<file path="src/rtl/rf_dbg_pkg.sv">
// Shared types and sizes for the register-file debug dump logic.
package rf_dbg_pkg;

    localparam int REG_COUNT = 32;
    localparam int IDX_W     = 5;

    typedef enum logic [1:0] {
        IDLE = 2'd0,
        READ = 2'd1,
        SEND = 2'd2,
        DONE = 2'd3
    } dump_state_t;

endpackage

</file>
<file path="src/rtl/regfile_dump_unit.sv">
// Debug read-out engine: walks an index range of the register file through
// one read port and streams each captured value out over valid/ready.
//
// state | meaning
// ------+-----------------------------------------------------------
// IDLE  | waiting for start; rf_addr holds the last index walked
// READ  | rf_addr = cur, value captured into the output register
// SEND  | beat presented on dout_*, held until dout_ready
// DONE  | one-cycle done pulse, then back to IDLE
import rf_dbg_pkg::*;

module regfile_dump_unit #(
    parameter int N_Bits = 32
) (
    input  logic              clk,
    input  logic              rst_n,
    input  logic              start,
    input  logic [IDX_W-1:0]  first_idx,
    input  logic [IDX_W-1:0]  last_idx,
    input  logic              abort,
    output logic [IDX_W-1:0]  rf_addr,
    input  logic [N_Bits-1:0] rf_data,
    output logic [N_Bits-1:0] dout_data,
    output logic [IDX_W-1:0]  dout_idx,
    output logic              dout_last,
    output logic              dout_valid,
    input  logic              dout_ready,
    output logic              busy,
    output logic              done
);

    dump_state_t      state;
    logic [IDX_W-1:0] cur;
    logic [IDX_W-1:0] last;

    // The read port is driven straight from the index counter in every state.
    assign rf_addr = cur;

    // Sequencer, index counter and output holding register in one block.
    always_ff @(posedge clk or negedge rst_n) begin
        if (!rst_n) begin
            state      <= IDLE;
            cur        <= '0;
            last       <= '0;
            dout_data  <= '0;
            dout_idx   <= '0;
            dout_last  <= 1'b0;
            dout_valid <= 1'b0;
            busy       <= 1'b0;
            done       <= 1'b0;
        end else begin
            case (state)
                IDLE: begin
                    done <= 1'b0;
                    busy <= 1'b0;
                    if (start) begin
                        cur   <= first_idx;
                        last  <= last_idx;
                        busy  <= 1'b1;
                        state <= READ;
                    end
                end
                READ: begin
                    if (abort) begin
                        done  <= 1'b1;
                        state <= DONE;
                    end else begin
                        dout_data  <= rf_data;
                        dout_idx   <= cur;
                        dout_last  <= (cur == last);
                        dout_valid <= 1'b1;
                        state      <= SEND;
                    end
                end
                SEND: begin
                    // Abort wins over a coincident handshake: the beat is dropped.
                    if (abort) begin
                        dout_valid <= 1'b0;
                        done       <= 1'b1;
                        state      <= DONE;
                    end else if (dout_ready) begin
                        dout_valid <= 1'b0;
                        if (dout_last) begin
                            done  <= 1'b1;
                            state <= DONE;
                        end else begin
                            cur   <= cur + 1'b1;
                            state <= READ;
                        end
                    end
                end
                DONE: begin
                    done  <= 1'b0;
                    busy  <= 1'b0;
                    state <= IDLE;
                end
                default: begin
                    state <= IDLE;
                end
            endcase
        end
    end

endmodule

</file>
<file path="config.mk">
export PLATFORM = sky130hd
export DESIGN_NAME = regfile_dump_unit
export DESIGN_NICKNAME = d
export VERILOG_FILES = /design/src/rtl/rf_dbg_pkg.sv /design/src/rtl/regfile_dump_unit.sv
export SDC_FILE = /design/constraint.sdc
export NUM_CORES = 1
export LEC_CHECK = 0
export ABC_AREA = 1
export BUFFER_PORTS_ARGS = -buffer_cell sky130_fd_sc_hd__buf_2
export CAP_MARGIN = 20
export CORE_MARGIN = 2
export CORE_UTILIZATION = 52
export DETAILED_ROUTE_END_ITERATION = 12
export GPL_TIMING_DRIVEN = 1
export PLACE_DENSITY_LB_ADDON = 0.2
export SLEW_MARGIN = 20
export SYNTH_ARGS = -nofsm -noshare
export SYNTH_HDL_FRONTEND = slang
export SYNTH_SLANG_ARGS = --single-unit
</file>
<file path="constraint.sdc">
create_clock -name clk -period 4.03 [get_ports clk]
set_input_delay 0.403 -clock clk [delete_from_list [all_inputs] [get_ports clk]]
set_output_delay 0.403 -clock clk [all_outputs]
set_load 0.005 [all_outputs]
</file>
# After elaboration in Yosys (flattened, before gate mapping)
# Cells that the tools add are included.
[op_classes]
n_addsub = 1
eq_ne = 12
muxes = 22
n_bitwise = 1
n_reduce_logical = 11
[ops]
columns = ["cell", "n"]
rows = [
  ["5-bit 2-to-1 mux", 4],
  ["2-bit inequality test (second input constant)", 6],
  ["5-bit case mux with 2 select lines", 1],
  ["1-bit 2-to-1 mux", 9],
  ["2-bit 2-to-1 mux", 4],
  ["2-bit case mux with 4 select lines", 1],
  ["3-bit inequality test (second input constant)", 2],
  ["2-bit AND reduction", 3],
  ["3-bit AND reduction", 2],
  ["2-bit nonzero test", 3],
  ["5-bit by 1-bit adder with 5-bit output (second input constant)", 1],
  ["5-bit == test", 1],
  ["5-bit AND reduction", 1],
  ["2-bit == test (second input constant)", 2],
  ["1-bit case mux with 2 select lines", 2],
  ["1-bit case mux with 3 select lines", 1],
  ["2-bit by 1-bit == test with 1-bit output (second input constant)", 1],
  ["2-bit logical NOT", 1],
  ["2-bit OR reduction", 1],
  ["1-bit NOT", 1],
]
[word_totals]
reg_bits = 53
in_bits = 47
wordCells = 56

# Logic depth before layout (Yosys ltp)
# Gate-level depths: netlist (run 1).
[depth]
ltp_word = 5
mapped_depth = 9
ltp_nobuf = 9

# Worst setup path after synthesis (run 1)
# OpenSTA, ideal clock, no wires.
[synth_path]
path_type = "reg2reg"
startpoint = "register state[0]"
endpoint = "register cur[3] (netlist: rf_addr[3])"
arrival_ns = 1.255
t_required_ns = 3.913
setup_slack_ns = 2.657
path_stages_with_launch = 10
path_buffers = 1
synth_period_minus_slack_ns = 1.373
cell_sequence = "dfrtp_1 > inv_1 > ha_1 > buf_6 > o21ai_2 > inv_2 > nor2_4 > inv_2 > nand2_1 > nand2_1"
[synth_between]
elab_chain_len = 3
[synth_rtl]
columns = ["item", "line", "source"]
rows = [
  ["start: declaration", "regfile_dump_unit.sv:32", "dump_state_t state;"],
  ["start signal: assignment", "regfile_dump_unit.sv:42", "state <= IDLE;"],
  ["start signal: assignment", "regfile_dump_unit.sv:60", "state <= READ;"],
  ["start signal: assignment", "regfile_dump_unit.sv:66", "state <= DONE;"],
  ["2-bit == test or 2-bit logical NOT (tied branches)", "regfile_dump_unit.sv:52", "case (state)"],
  ["2-bit inequality test (no line) or 2-bit nonzero test (tied branches)", "--", ""],
  ["5-bit AND reduction (no line)", "--", ""],
  ["end signal: assignment", "regfile_dump_unit.sv:57", "cur <= first_idx;"],
  ["end signal: assignment", "regfile_dump_unit.sv:87", "cur <= cur + 1'b1;"],
  ["end: declaration", "regfile_dump_unit.sv:33", "logic [IDX_W-1:0] cur;"],
]
# Parallel ways exist; a longest one is shown, timed or not.
# A chain may end at the register's enable or synchronous reset.

# Worst setup path after layout (run 1)
[layout_path]
startpoint = "register state[1]"
endpoint = "register dout_last"
[layout_between]
elab_chain_len = 2
[layout_rtl]
columns = ["item", "line", "source"]
rows = [
  ["2-bit by 1-bit == test with 1-bit output", "regfile_dump_unit.sv:52", ""],
  ["2-bit AND reduction (no line)", "--", ""],
  ["end signal: assignment", "regfile_dump_unit.sv:70", "dout_last <= (cur == last);"],
  ["end: declaration", "regfile_dump_unit.sv:25", "output logic dout_last,"],
]
# No other way between the ends.

==> impl_metrics.csv, run 1 <==
group,metric,value,unit
worst_setup_path,worstPathRequired,4270,ps
synthesis,syn-cell-area,2419,sq um
grt,grt.total_usage,19.83,%
flow_run,max_cap_viol_count,0,
floorplan,chipWidth,72.20,microns
cells_and_area,nFillCells,396,
cts,tritoncts,"built",
sta,hold_viol_final,0,
floorplan,ioPinCount,93,
floorplan,core_area,4414,sq um
min_path,hold_path_class,"in2async",
route,dr.first_iter.drc_count,114,
pwr,leakagePower,1.722,nW
route,avgViaCountPerCell,4.784,
synthesis,yosysTopAreaCellShare,54.84,%
sta,setup_viol,0,
placement,dp.final_hpwl,3.448,mm
worst_setup_path,crit_start,"state[1]",
route,drc_errors,0,
sta,fin_ws,2145,ps
route,drt-total-wl,4.928,mm
grt,antenna_found_initial,0,
synthesis,synth_cell_types,23,
floorplan,dieArea,5213,sq um
worst_setup_path,startpoint_type,"flip-flop",
sta,min_period_over_period,46.77,%
cts,cts-resized-gates,0,
cells_and_area,drive_gt1_share,30.48,%
pwr,power.internal,0.001307,W
sta,slew_viol_final,0,
cts,cts_buffer_depth,2,
grt,grt_max_degree,54,
outcome,outcome,"complete, no violations",
sta,clock_skew,4.178,ps
synthesis,ys_seq_area_share,54.84,%
route,via_count,2038,
sta,fin_setup_tns,0,ps
pwr,ir_worst_vdd,0.3339,mV
placement,pre_cts_ws,2150,ps
synthesis,ys_seq_elements,53,
route,postRouteAntennaNets,0,
cts,hold_buffers,0,
synthesis,mappedNetlistNets,336,
worst_setup_path,r2r_start,"state[1]",
synthesis,synth_area_leaders,"dfrtp_1 (55%), nand2_1 (21%), buf_6 (3.7%), ha_1 (3.6%), o21ai_0 (3.1%)",
worst_setup_path,endpoint_kind,"flip-flop",
floorplan,initial_core_util,54.79,%
pwr,p_clk_share,13.9,%
worst_setup_path,crit_type,"reg2reg",
sta,fin_crit,1885,ps
route,post_drt_wl_per_cell,11.57,microns
sta,slew_headroom,56.34,%
synthesis,yosys_warnings,0,
cts,cts_root_buffer,"clkbuf_8",
cells_and_area,areaGrowthSynthToFinish,22.04,%
cts,numCtsBuffers,5,
pwr,comb_power_share,42.2,%
route,drtPass1Iterations,4,
pwr,p_sw,0.0008492,W
grt,grt_overflow,0,
placement,portBuffers,92,
cells_and_area,antenna_cells,0,
cts,cts.sinks,53,
synthesis,syn_inst,282,
sta,tightest_slew,654.9,ps
cells_and_area,nNetsFinal,428,
synthesis,yosysTopAreaCell,"dfrtp_1",
sta,max_freq,530.6,MHz
pwr,seq_power_share,43.9,%
grt,grt_pass1_wl,8.038,mm
cts,clk_pin_slew,90,ps
pwr,pwr_density_cell,730.6,nW/um^2
placement,detailed_place.area,2861,sq um
cts,post_cts_buffers,0,
synthesis,syn_avg_cell_area,8.576,sq um
floorplan,rows,24,
worst_setup_path,crit_fanout,45,
cells_and_area,design_area,2952,sq um
worst_setup_path,arrival,2130,ps
floorplan,die_h,72.20,microns
grt,grt_pass1_vias,1850,
placement,place.gp.congestion,0.7955,
cts,cts_htree_levels,2,
cts,insertion_delay,300,ps
pwr,swShare,39.38,%
sta,rsz0062_at_grt,"false",
[cell usage after synthesis]
cell type  count
nand2_1      136
dfrtp_1       53
inv_1         17
o21ai_0       15
nand3_1       12
buf_6          8
nor2_1         8
ha_1           7
a21oi_1        4
o21ai_1        4
inv_2          3
nand4_1        2
o21ai_2        2
or2_2          2
and2_4         1
inv_6          1
mux2_2         1
nand2_2        1
nand2_4        1
nand3_2        1
nor2_4         1
o31ai_1        1
or2_1          1
[layout make-up]
class / count / area [sq um] / share of cell area [%]
sequential: 53 / 1326 / 44.93
multi-input combinational: 200 / 918.4 / 31.11
timing repair buffer: 93 / 467.9 / 15.85
inverter: 21 / 83.83 / 2.840
clock buffer: 6 / 82.58 / 2.798
tap: 52 / 65.06 / 2.204
clock inverter: 1 / 7.507 / 0.2543
[metal layers]
layer,wire [microns],vias up,track usage [%]
met5,0,-,0
met4,78,0,7.128
met3,373,9,5.833
met2,2203,71,31.40
met1,2272,904,26.12
li1,-,1054,-
[power by group through the flow]
stage | sequential, W | combinational, W | clock, W
final | 0.000947 | 0.000909 | 0.000300
after CTS | 0.000946 | 0.000926 | 0.000308
after global placement | 0.000955 | 0.000890 | 0
after floorplan | 0.000960 | 0.000588 | 0
after detailed placement | 0.000954 | 0.000923 | 0
after global routing | 0.000978 | 0.00106 | 0.000328
[flip-flops by register name, indices dropped and copies added, names as in the netlist]
register / cells
busy: 1
done: 1
dout_data: 32
dout_idx: 5
dout_last: 1
dout_valid: 1
last: 5
rf_addr: 5
state: 2
[layout by cell type, fill, tap and decap left out]
cell type / count
nor2_4: 1
nand4_1: 2
a21oi_1: 4
o21ai_0: 15
nand2_1: 136
mux2_2: 1
ha_1: 7
inv_6: 1
o31ai_1: 1
buf_4: 1
inv_2: 3
nand2_4: 1
dfrtp_1: 53
inv_1: 17
nand3_2: 1
and2_4: 1
nand3_1: 12
buf_2: 92
nand2_2: 1
o21ai_1: 4
o21ai_2: 2
or2_2: 2
clkbuf_8: 6
nor2_1: 8
clkinvlp_4: 1
or2_1: 1
[metrics by stage]
stage	hold slack, ps	std cells	util, %	total power, W
2_1_floorplan	107.4	282	-	0.001548
3_3_place_gp	456.4	419	64.82	0.001845
3_5_place_dp	459.8	419	64.82	0.001877
4_1_cts	232.6	426	66.87	0.002180
5_1_grt	266.0	426	66.87	0.002367
6_report	212.0	426	66.87	0.002156
[final timing paths]
| check | cells past startpoint | to | slack (ps) |
|---|---|---|---|
| min | 2 | dout_data[4] | 210 |
| max in group asynchronous | 2 | last[3] | 3390 |
| min reg2reg | 2 | busy | 480 |
| max reg2reg | 8 | dout_last | 2150 |
| min in group clk | 3 | dout_data[29] | 290 |
| max | 8 | dout_last | 2150 |
[cell families (layout without fill, tap and decap cells)]
logic type,after synthesis,in the layout,synth area share [%]
AO/OA/AOI/OAI,26,26,5.794
multiplexers,1,1,0.4656
adder cells (fa/ha/maj),7,7,3.621
flip-flops,53,53,54.84
buffers and inverters,29,121,7.191
AND/OR/NAND/NOR,166,166,28.09
[worst max-delay path, cell delays in order, from the launching register on]
cell and delay [ps]:
dfrtp_1 420, inv_1 190, ha_1 280, nand2_4 300, inv_6 330, o21ai_2 80
nor2_1 100, nand3_1 70, nand2_1 60
Note: power is estimated with default switching activity, not from simulation.
==> inputs of run 2 (changes only) <==
- CORE_UTILIZATION: 52 -> 48
- clock period: 4.03 -> 1.8 ns (I/O delays scaled with it)
==> run 2 against run 1 <==
  * The run now ends with negative hold slack left
  * Clock skew fell by 1.5 ps
  * Die area rose by 7.9%
  * Global-route usage fell by 0.74 points
  * Clock power rose by 120%
  * Critical path type unchanged
  * Highest routed layer unchanged
==> impl_metrics.csv, run 2 (synthesis results as in run 1) <==
group,metric,value,unit
sta,max_freq,637.7,MHz
cells_and_area,drive_gt1_share,30.95,%
grt,grt_pass1_vias,1794,
placement,place.gp.congestion,0.8549,
grt,antenna_found_initial,0,
cts,numCtsBuffers,5,
cells_and_area,largest_register,"dout_data",
route,dr.first_iter.drc_count,104,
cts,cts.sinks,53,
cells_and_area,layout_common_cells,"nand2_1 (136), buf_2 (92), dfrtp_1 (53)",
grt,grt_use_met2,30.02,%
cts,insertion_delay,300,ps
cts,cts_buffer_depth,2,
sta,setup_viol,0,
worst_setup_path,cp_num_buf_inv,3,
route,drc_errors,0,
floorplan,core_area,4786,sq um
sta,fin_crit,1568,ps
cells_and_area,multi_input_area,920.9,sq um
outcome,outcome,"finished, violations left",
grt,grt_max_degree,54,
grt,use_met1,26.50,%
cells_and_area,largest_reg_flops,32,
placement,pre_cts_ws,175.9,ps
sta,rsz0062_at_grt,"false",
min_path,hold_path_class,"in2async",
worst_setup_path,r2r-end,"rf_addr[3]",
sta,fin_ws,231.8,ps
route,drtPass1Iterations,4,
pwr,total_power,0.004855,W
worst_setup_path,startpoint_type,"flip-flop",
cells_and_area,antenna_cells,0,
floorplan,ioPinCount,93,
sta,hold_viol_final,27,
worst_setup_path,r2r_cells,9,
route,drt-total-wl,5.073,mm
worst_setup_path,crit_slowest_cell,"dfrtp_1",
cts,cts_htree_levels,2,
placement,portBuffers,92,
worst_setup_path,r2r_start,"state[0]",
worst_setup_path,arrival,1770,ps
placement,dp.final_hpwl,3.648,mm
floorplan,rows,25,
grt,grt-busiest-layer,"met2",
worst_setup_path,endpoint_kind,"flip-flop",
cells_and_area,final_common_cell,"nand2_1",
floorplan,chipWidth,74.99,microns
floorplan,dieArea,5623,sq um
grt,grt.total_usage,19.08,%
grt,grt_use_met3,3.481,%
route,post_drt_wl_per_cell,11.40,microns
grt,grt_pass1_wl,8.114,mm
floorplan,initial_core_util,50.54,%
cts,clk_pin_slew,90,ps
worst_setup_path,cp_common_cell,"nand2_1",
sta,whs,-12.80,ps
worst_setup_path,worstPathRequired,2000,ps
worst_setup_path,crit_fanout,8,
sta,tightest_slew,659.7,ps
worst_setup_path,crit_type,"reg2reg",
worst_setup_path,crit_chain,"inv_1 > ha_1 > inv_1 > nand2_1 > nand3_2 > nor2_4 > inv_2 > nand2_1 > nand2_1",
cells_and_area,ff_latch_area,1326,sq um
route,avgViaCountPerCell,4.600,
route,postRouteAntennaNets,0,
pwr,ir_worst_vdd,0.7908,mV
cells_and_area,nFillCells,447,
worst_setup_path,critical-path-top-delay-family,"simple AND/OR/NAND/NOR gates",
cells_and_area,final_core_util,62.46,%
sta,fin_setup_tns,0,ps
sta,slew_viol_final,0,
cells_and_area,areaGrowthSynthToFinish,23.59,%
pwr,pwr_density_cell,1624,nW/um^2
cts,tritoncts,"built",
route,via_count,2047,
pwr,leakagePower,1.729,nW
worst_setup_path,rrSetupSlack,230,ps
flow_run,max_cap_viol_count,0,
sta,clock_skew,2.644,ps
floorplan,die_h,74.99,microns
cells_and_area,nNetsFinal,431,
grt,grt_overflow,0,
cts,cts_root_buffer,"clkbuf_8",
sta,slew_headroom,56.02,%
worst_setup_path,cpPeakStageDelay,440,ps
outcome,violations,"negative hold slack",
sta,min_period_over_period,87.12,%
## run 2: stage by stage
step	instance area, sq um	instances
2_1_floorplan	2419	282
3_3_place_gp	2903	437
3_5_place_dp	2903	437
4_1_cts	2987	445
5_1_grt	2989	445
6_report	2989	445
## run 2: timing repair
action                     in CTS  in global routing
buffers inserted                0                  0
setup endpoints to repair       0                  1
resized for setup               0                  1
hold buffers                    0                  0
## run 2: area by class of cell
class	instances	share of cell area, %
inverter	21	2.805
timing repair buffer	96	16.41
clock inverter	1	0.2512
clock buffer	7	2.553
tap	67	2.805
sequential	53	44.37
multi-input combinational	200	30.81
## run 2: how the worst max path moves through the flow
stage          depth (start not counted)  slack, ps    endpoint      from
4_1_cts                                6        160    state[0]  state[0]
3_5_place_dp                           6        180    state[0]  state[0]
6_report                               9        230  rf_addr[3]  state[0]
3_3_place_gp                           6        280    state[0]  state[0]
2_1_floorplan                          9        430  rf_addr[3]  state[0]
5_1_grt                                9         70  rf_addr[4]  state[0]
## run 2: layer usage
metal | vias to the layer above | routed length [microns]
li1 | 1059 | -
met1 | 906 | 2358
met2 | 75 | 2334
met3 | 7 | 311
met4 | 0 | 68
met5 | - | 0
## run 2: where the power goes
group	switching, W	internal [W]	total (W)
combinational	0.00120	0.000910	0.00210
clock	0.000372	0.000276	0.000648
sequential	0.000353	0.00175	0.00210
## run 2: worst register-to-register path, stage by stage (launching register included)
cell and delay (ps):
dfrtp_1 440, inv_1 180, ha_1 240, inv_1 100
nand2_1 80, nand3_2 80, nor2_4 180, inv_2 60
nand2_1 60, nand2_1 50
